### src/rtl/fetch_pc_unit.sv
// Instruction fetch: owns the PC, keeps at most one imem request outstanding, and presents instr/instr_pc to decode.
// The instruction is valid one edge after the response; it is held until instr_ready is seen or a redirect flushes it.
module fetch_pc_unit #(
  parameter logic [31:0] RESET_PC  = 32'h0000_0000,
  parameter logic [31:0] NOP_INSTR = 32'h0000_0013
) (
  input  logic        clk,
  input  logic        rst,
  input  logic        mux_to_pc,
  input  logic [31:0] branch_target,
  output logic        imem_req_valid,
  input  logic        imem_req_ready,
  output logic [31:0] imem_addr,
  input  logic        imem_resp_valid,
  input  logic [31:0] imem_resp_data,
  output logic        instr_valid,
  input  logic        instr_ready,
  output logic [31:0] instr,
  output logic [31:0] instr_pc
);

  localparam logic [1:0] ST_REQ  = 2'd0;
  localparam logic [1:0] ST_WAIT = 2'd1;
  localparam logic [1:0] ST_HOLD = 2'd2;

  logic [1:0]  state;
  logic [31:0] pc;
  logic [31:0] req_pc;
  logic        drop;
  logic        redir;
  logic [31:0] target;
  logic        unused_target_bits;

  assign redir              = mux_to_pc;
  assign target             = {branch_target[31:2], 2'b00};
  assign unused_target_bits = ^branch_target[1:0];

  assign imem_req_valid = (state == ST_REQ) && !redir && !rst;
  assign imem_addr      = pc;

  always_ff @(posedge clk) begin
    if (rst) begin
      state       <= ST_REQ;
      pc          <= RESET_PC;
      req_pc      <= 32'h0;
      drop        <= 1'b0;
      instr_valid <= 1'b0;
      instr       <= NOP_INSTR;
      instr_pc    <= 32'h0;
    end else begin
      case (state)
        ST_REQ: begin
          if (redir) begin
            pc <= target;
          end else if (imem_req_ready) begin
            req_pc <= pc;
            state  <= ST_WAIT;
          end
        end
        ST_WAIT: begin
          if (imem_resp_valid) begin
            // A redirect in the response cycle also kills the returning word.
            if (drop || redir) begin
              drop  <= 1'b0;
              state <= ST_REQ;
              if (redir) pc <= target;
            end else begin
              instr       <= imem_resp_data;
              instr_pc    <= req_pc;
              instr_valid <= 1'b1;
              pc          <= pc + 32'd4;
              state       <= ST_HOLD;
            end
          end else if (redir) begin
            drop <= 1'b1;
            pc   <= target;
          end
        end
        ST_HOLD: begin
          if (redir || instr_ready) begin
            instr_valid <= 1'b0;
            instr       <= NOP_INSTR;
            state       <= ST_REQ;
            if (redir) pc <= target;
          end
        end
        default: state <= ST_REQ;
      endcase
    end
  end

endmodule

### config.mk
export PLATFORM = sky130hd
export DESIGN_NAME = fetch_pc_unit
export DESIGN_NICKNAME = d
export VERILOG_FILES = /design/src/rtl/fetch_pc_unit.sv
export SDC_FILE = /design/constraint.sdc
export NUM_CORES = 1
export LEC_CHECK = 0
export ABC_CLOCK_PERIOD_IN_PS = 2550
export BUFFER_PORTS_ARGS = -buffer_cell sky130_fd_sc_hd__buf_2
export CAP_MARGIN = 20
export CORE_MARGIN = 4
export CORE_UTILIZATION = 41
export DETAILED_ROUTE_END_ITERATION = 16
export PLACE_DENSITY = 0.65
export SYNTH_ARGS = -nofsm -noshare
export SYNTH_HDL_FRONTEND = slang
export SYNTH_SLANG_ARGS = --single-unit
### constraint.sdc
create_clock -name clk -period 2.55 [get_ports clk]
set_input_delay 0.51 -clock clk [delete_from_list [all_inputs] [get_ports clk]]
set_output_delay 0.51 -clock clk [all_outputs]
set_load 0.02 [all_outputs]
After elaboration in Yosys (flattened, before gate mapping)
Cells that the tools add are included.
Widths: inputs -> output; s select.

storage, ports and cells
  output and inout bits = 98
  flip-flop bits (word level) = 132
  word-level logic and storage cells = 56

cells by class
  equal/unequal tests = 8
  bitwise logic cells = 2
  reduce and logical (&&, ||, !) cells = 16
  mux-type cells = 22
  $add $sub $neg = 1

operators with widths
  operator               number
  $mux 32                7
  $pmux 32 s3            1
  $pmux 32 s2            1
  $add 32x3->32 const B  1
  $mux 2                 5
  $ne 2x2->1 const B     5
  $reduce_and 3->1       3
  $reduce_and 4->1       2
  $mux 1                 6
  $pmux 2 s3             1
  $reduce_bool 2->1      2
  $reduce_bool 3->1      1
  $eq 2x1->1 const B     1
  $eq 2x2->1 const B     1
  $logic_and 1x1->1      2
  $logic_not 1->1        2
  $logic_not 2->1        1
  $logic_or 1x1->1       2
  $ne 2x1->1 const B     1
  $not 1->1              2
  $pmux 1 s2             1
  $reduce_and 2->1       1

Depth between registers and ports, before layout
  word-level depth = 4
  mapped depth = 8
  mapped depth without buffers = 6

Least setup slack after synthesis
Ideal clock, no wire load.

  path kind = input-to-output
  start = in mux_to_pc
  end = out imem_req_valid
  stages = 3
  setup slack = 0.428 ns
  arrival = 1.612 ns
  buffers on the path = 2
  path through = buf_2 buf_1 nor4_1

on the way
  word-level cells in the longest chain between the ends = 3

RTL lines
  element                          RTL line  text
  start, declared                  9         input logic mux_to_pc,
  $logic_not 1->1                  38        assign imem_req_valid = (state == ST_REQ) && !redir && !rst;
  $logic_and 1x1->1 (2 in series)  38
  end, declared                    11        output logic imem_req_valid,

Every way passes these cells.

Worst setup path in the final report
  start = reg pc[3], in the netlist imem_addr[3]
  end = reg pc[26], in the netlist imem_addr[26]

on the way
  word-level cells in the longest chain between the ends = 4

RTL lines
  element                 RTL line  text
  start, declared         27        logic [31:0] pc;
  start signal, assigned  54        pc <= target;
  start signal, assigned  66        if (redir) pc <= target;
  start signal, assigned  71        pc <= pc + 32'd4;
  $add 32x3->32           71
  $mux 32                 63        if (drop || redir) begin
  $mux 32                 61        if (imem_resp_valid) begin
  $pmux 32 s3             51        case (state)

Every way passes these cells.
A chain may end at the register's enable or synchronous reset.

==> parameters.txt <==
Parameter                              Value

Clock network
  CTS clk-pin slew, worst paths ... 60 ps
  Num CTS Buffers ... 17
  Num Clock Sinks ... 132
  Hold bufs inserted after CTS ... 0
  Setup repair bufs after CTS ... 0
  Root cell of the clock tree ... clkbuf_16
  Htree depth ... 4
  Latest clock arrival within the worst-skew pair ... 410 ps
  CTS tree ... done
  Buffer depth of the longest clock path ... 2
  Post-CTS Resized ... 0

Critical path
  Cell-by-cell trace of the critical path ... ha_1 -> and3_1 -> nand4_1 -> buf_4 -> o31a_1 -> o21ai_0 -> a21oi_1
  Worst path top cell family by delay ... simple AND/OR/NAND/NOR gates
  Required time at the worst-slack endpoint ... 2830 ps
  Setup Crit Path Kind ... reg2reg
  Kind of start point of the critical path ... flop
  Delay of the slowest critical-path stage ... 440 ps
  Crit path arrival time ... 2530 ps
  Largest driver fanout on the critical path ... 7
  Endpoint class of the critical path ... flop
  Worst path slowest cell ... dfxtp_1
  Number of buffers and inverters on the critical path ... 1

Global routing
  Total overflow reported by the global router ... 0
  Overall track demand over capacity in global routing ... 0.210
  Number of global-route vias before repair ... 5025
  Pin count of the biggest net entering global routing ... 86
  Initial antenna violation count ... 0
  First-pass GRT wire length ... 25600 um

Power
  Switching power share of the total ... 0.255
  Sequential share of power ... 0.438
  Static power due to leakage ... 0.00291 uW
  Power density normalized to cell area ... 704 mW/mm^2
  Proportion of power drawn by the clock network ... 0.476
  Internal power component ... 3720 uW
  Comb power frac ... 0.086
  Power spent charging and discharging nets ... 1280 uW
  VDD IR-drop max ... 0.424 mV

Cells and area
  Total of fill cells in the finished design ... 1245
  Net total in the final layout ... 932
  Area growth, synth to finish ... 29.5%
  Area of the multi-input gates ... 0.00260 mm^2
  Utilization of the core after routing ... 0.552
  Sequential cell area in the final layout ... 0.00264 mm^2
  Proportion of layout cells with a drive suffix above 1 ... 0.262

Route
  Iteration-0 DRC Markers ... 524
  Total number of vias ... 5566
  Average wire per standard cell ... 15.9 um
  Total detailed-routing wirelength ... 16600 um
  Via count normalized by instance count ... 5.32
  Routed Antenna Nets ... 0
  Count of unresolved DRC violations after routing ... 0
  First-pass detailed-route iteration total ... 8

Synth
  Cell area after technology mapping ... 0.00549 mm^2
  Yosys warns ... 0
  Distinct cell type count of the synthesized netlist ... 48
  Share of async-settable or async-resettable flops after synthesis ... 0
  Avg Synthesized Cell Area ... 7.68 um^2
  Count of mapped cells out of synthesis ... 714
  Part of the Yosys area used for sequential elements ... 0.482
  Cell type contributing the most total cell area after synthesis ... dfxtp_1
  Fraction of post-synthesis cell area in the top cell type by area ... 0.482
  Count of flip-flops with a built-in enable after synthesis ... 0
  Number of synthesized register bits ... 132
  Number of nets in the synthesized netlist ... 785
  Most area-consuming cells after synthesis ... dfxtp_1 (48%), nand2_1 (13%), a21oi_1 (11%), clkbuf_1 (3.6%), nand3_1 (3.4%)
  Dominant register cell in the synthesized netlist ... dfxtp_1

Timing
  Setup repair after global routing missed its margin ... no
  Final worst-path cycle share ... 0.885
  Final Hold Violating Endpoints ... 0
  Final Slew Violations ... 0
  Final clock skew ... 11.9 ps
  Normalized max-slew margin ... 0.484
  Aggregate negative setup slack ... 0 ps
  Setup violation total in the final timing report ... 0
  Worst-Margin Slew ... 774 ps
  Fmax ... 443 MHz
  Shortest period the worst path allows ... 2260 ps

Place
  HPWL reported at the end of detailed placement ... 11400 um
  Weighted congestion at the end of routability-driven global placement ... 0.866
  Port-buffer cells ... 165

Die
  Initial cell density of the core ... 0.426
  Y dimension of the die ... 124 um
  Core footprint ... 0.0129 mm^2
  Ports placed on the boundary ... 168
  Overall die width ... 124 um
  Overall die area ... 0.0153 mm^2
  Core Rows ... 41

Job
  # Max-Cap Violations ... 0

Run status
  Outcome ... complete, no violations

Hold path
  Min-delay worst type ... in2reg
==> cell families after synthesis <==
family	Yosys count	synth area share
muxes	10	0.0187
DFF	132	0.482
AOI/OAI and AO/OA	182	0.193
buffers and inverters	67	0.0465
and+or+nand+nor	320	0.255
xor gates and xnor gates	2	0.00319
adders and majority gates	1	0.00228
==> synthesized netlist by cell type, drive strengths merged (2+ instances only) <==
| library cell | n |
|---|---|
| a2111oi | 8 |
| a211oi | 5 |
| a21oi | 121 |
| a22oi | 3 |
| a311oi | 2 |
| a31oi | 5 |
| and2 | 2 |
| and3 | 4 |
| and4 | 4 |
| buf | 6 |
| clkbuf | 54 |
| dfxtp | 132 |
| inv | 7 |
| mux2 | 2 |
| mux2i | 8 |
| nand2 | 183 |
| nand3 | 37 |
| nand4 | 8 |
| nor2 | 43 |
| nor3 | 13 |
| nor3b | 2 |
| nor4 | 17 |
| o21ai | 19 |
| o21bai | 4 |
| o31a | 3 |
| o31ai | 2 |
| or3 | 3 |
| xnor2 | 2 |
==> state kept, by name, summed over array words and instances (netlist names) <==
name,cells
imem_addr,32
instr,32
instr_pc,32
req_pc,32
state,2
drop,1
instr_valid,1
==> power groups by stage <==
| stage | Sequential, uW | Combinational (uW) | Clock, uW |
|---|---|---|---|
| 6_report | 2190 | 428 | 2380 |
| 5_1_grt | 2200 | 468 | 2500 |
| 4_1_cts | 2190 | 427 | 2410 |
| 3_5_place_dp | 2230 | 425 | 0 |
| 3_3_place_gp | 2230 | 417 | 0 |
| 2_1_floorplan | 2270 | 193 | 0 |
==> cell type report <==
class                   instances  area share
repair buffers                188       0.145
flip-flops and latches        132       0.372
diodes                          1    0.000352
multi-input cells             515       0.366
inverters                       7     0.00370
well taps                     172      0.0303
clock buffers                  17      0.0599
clock inverters                15      0.0222
==> through the flow <==
stage	instance area [um^2]	cells	hold slack, ps	power [uW]	worst slack (ps)
floorplan	5490	714	432	2470	428
finish	7110	1047	325	5000	293
global route	7100	1046	321	5170	117
CTS	7090	1045	316	5030	336
global placement	6500	1013	441	2650	345
detailed placement	6500	1013	444	2660	289
==> per-layer routing <==
layer | up-vias | share of wire | GRT usage
li1 | 2769 | - | -
met1 | 2549 | 0.46 | 0.308
met5 | - | 0 | 0
met2 | 225 | 0.45 | 0.300
met3 | 23 | 0.071 | 0.0486
met4 | 0 | 0.017 | 0.0789
==> cell usage in the layout, fill, tap and decap left out, types with 3 or more instances in the layout <==
| master | count |
|---|---|
| a31oi_1 | 5 |
| a211oi_1 | 5 |
| buf_4 | 21 |
| nor2_1 | 43 |
| nor4_1 | 17 |
| and3_1 | 4 |
| clkinv_2 | 3 |
| buf_2 | 164 |
| a22oi_1 | 3 |
| and4_1 | 4 |
| nand4_1 | 7 |
| inv_1 | 7 |
| nand2_1 | 183 |
| clkinv_4 | 4 |
| nor3_1 | 11 |
| o31a_1 | 3 |
| a21oi_1 | 121 |
| nand3_1 | 37 |
| o21bai_1 | 4 |
| mux2i_1 | 8 |
| clkbuf_16 | 17 |
| dfxtp_1 | 132 |
| o21ai_0 | 18 |
| a2111oi_0 | 6 |
| clkinvlp_4 | 4 |
==> tightest hold or removal path, cell delays in order <==
cell	delay, ps
buf_2	90
nand2_1	40
a21oi_1	50
==> final timing paths <==
kind                                  start                         end  slack (ps)  cells past startpoint
setup / recovery  imem_addr[3]$_SDFFE_PP0P_  imem_addr[26]$_SDFFE_PP0P_         290                      7
hold / removal           imem_resp_data[26]      instr[26]$_SDFFE_PP0P_         320                      3
setup reg to reg  imem_addr[3]$_SDFFE_PP0P_  imem_addr[26]$_SDFFE_PP0P_         290                      7
hold reg to reg    instr_pc[1]$_SDFFE_PP0P_    instr_pc[1]$_SDFFE_PP0P_         450                      2
Note: power is estimated with default switching activity, not from simulation.
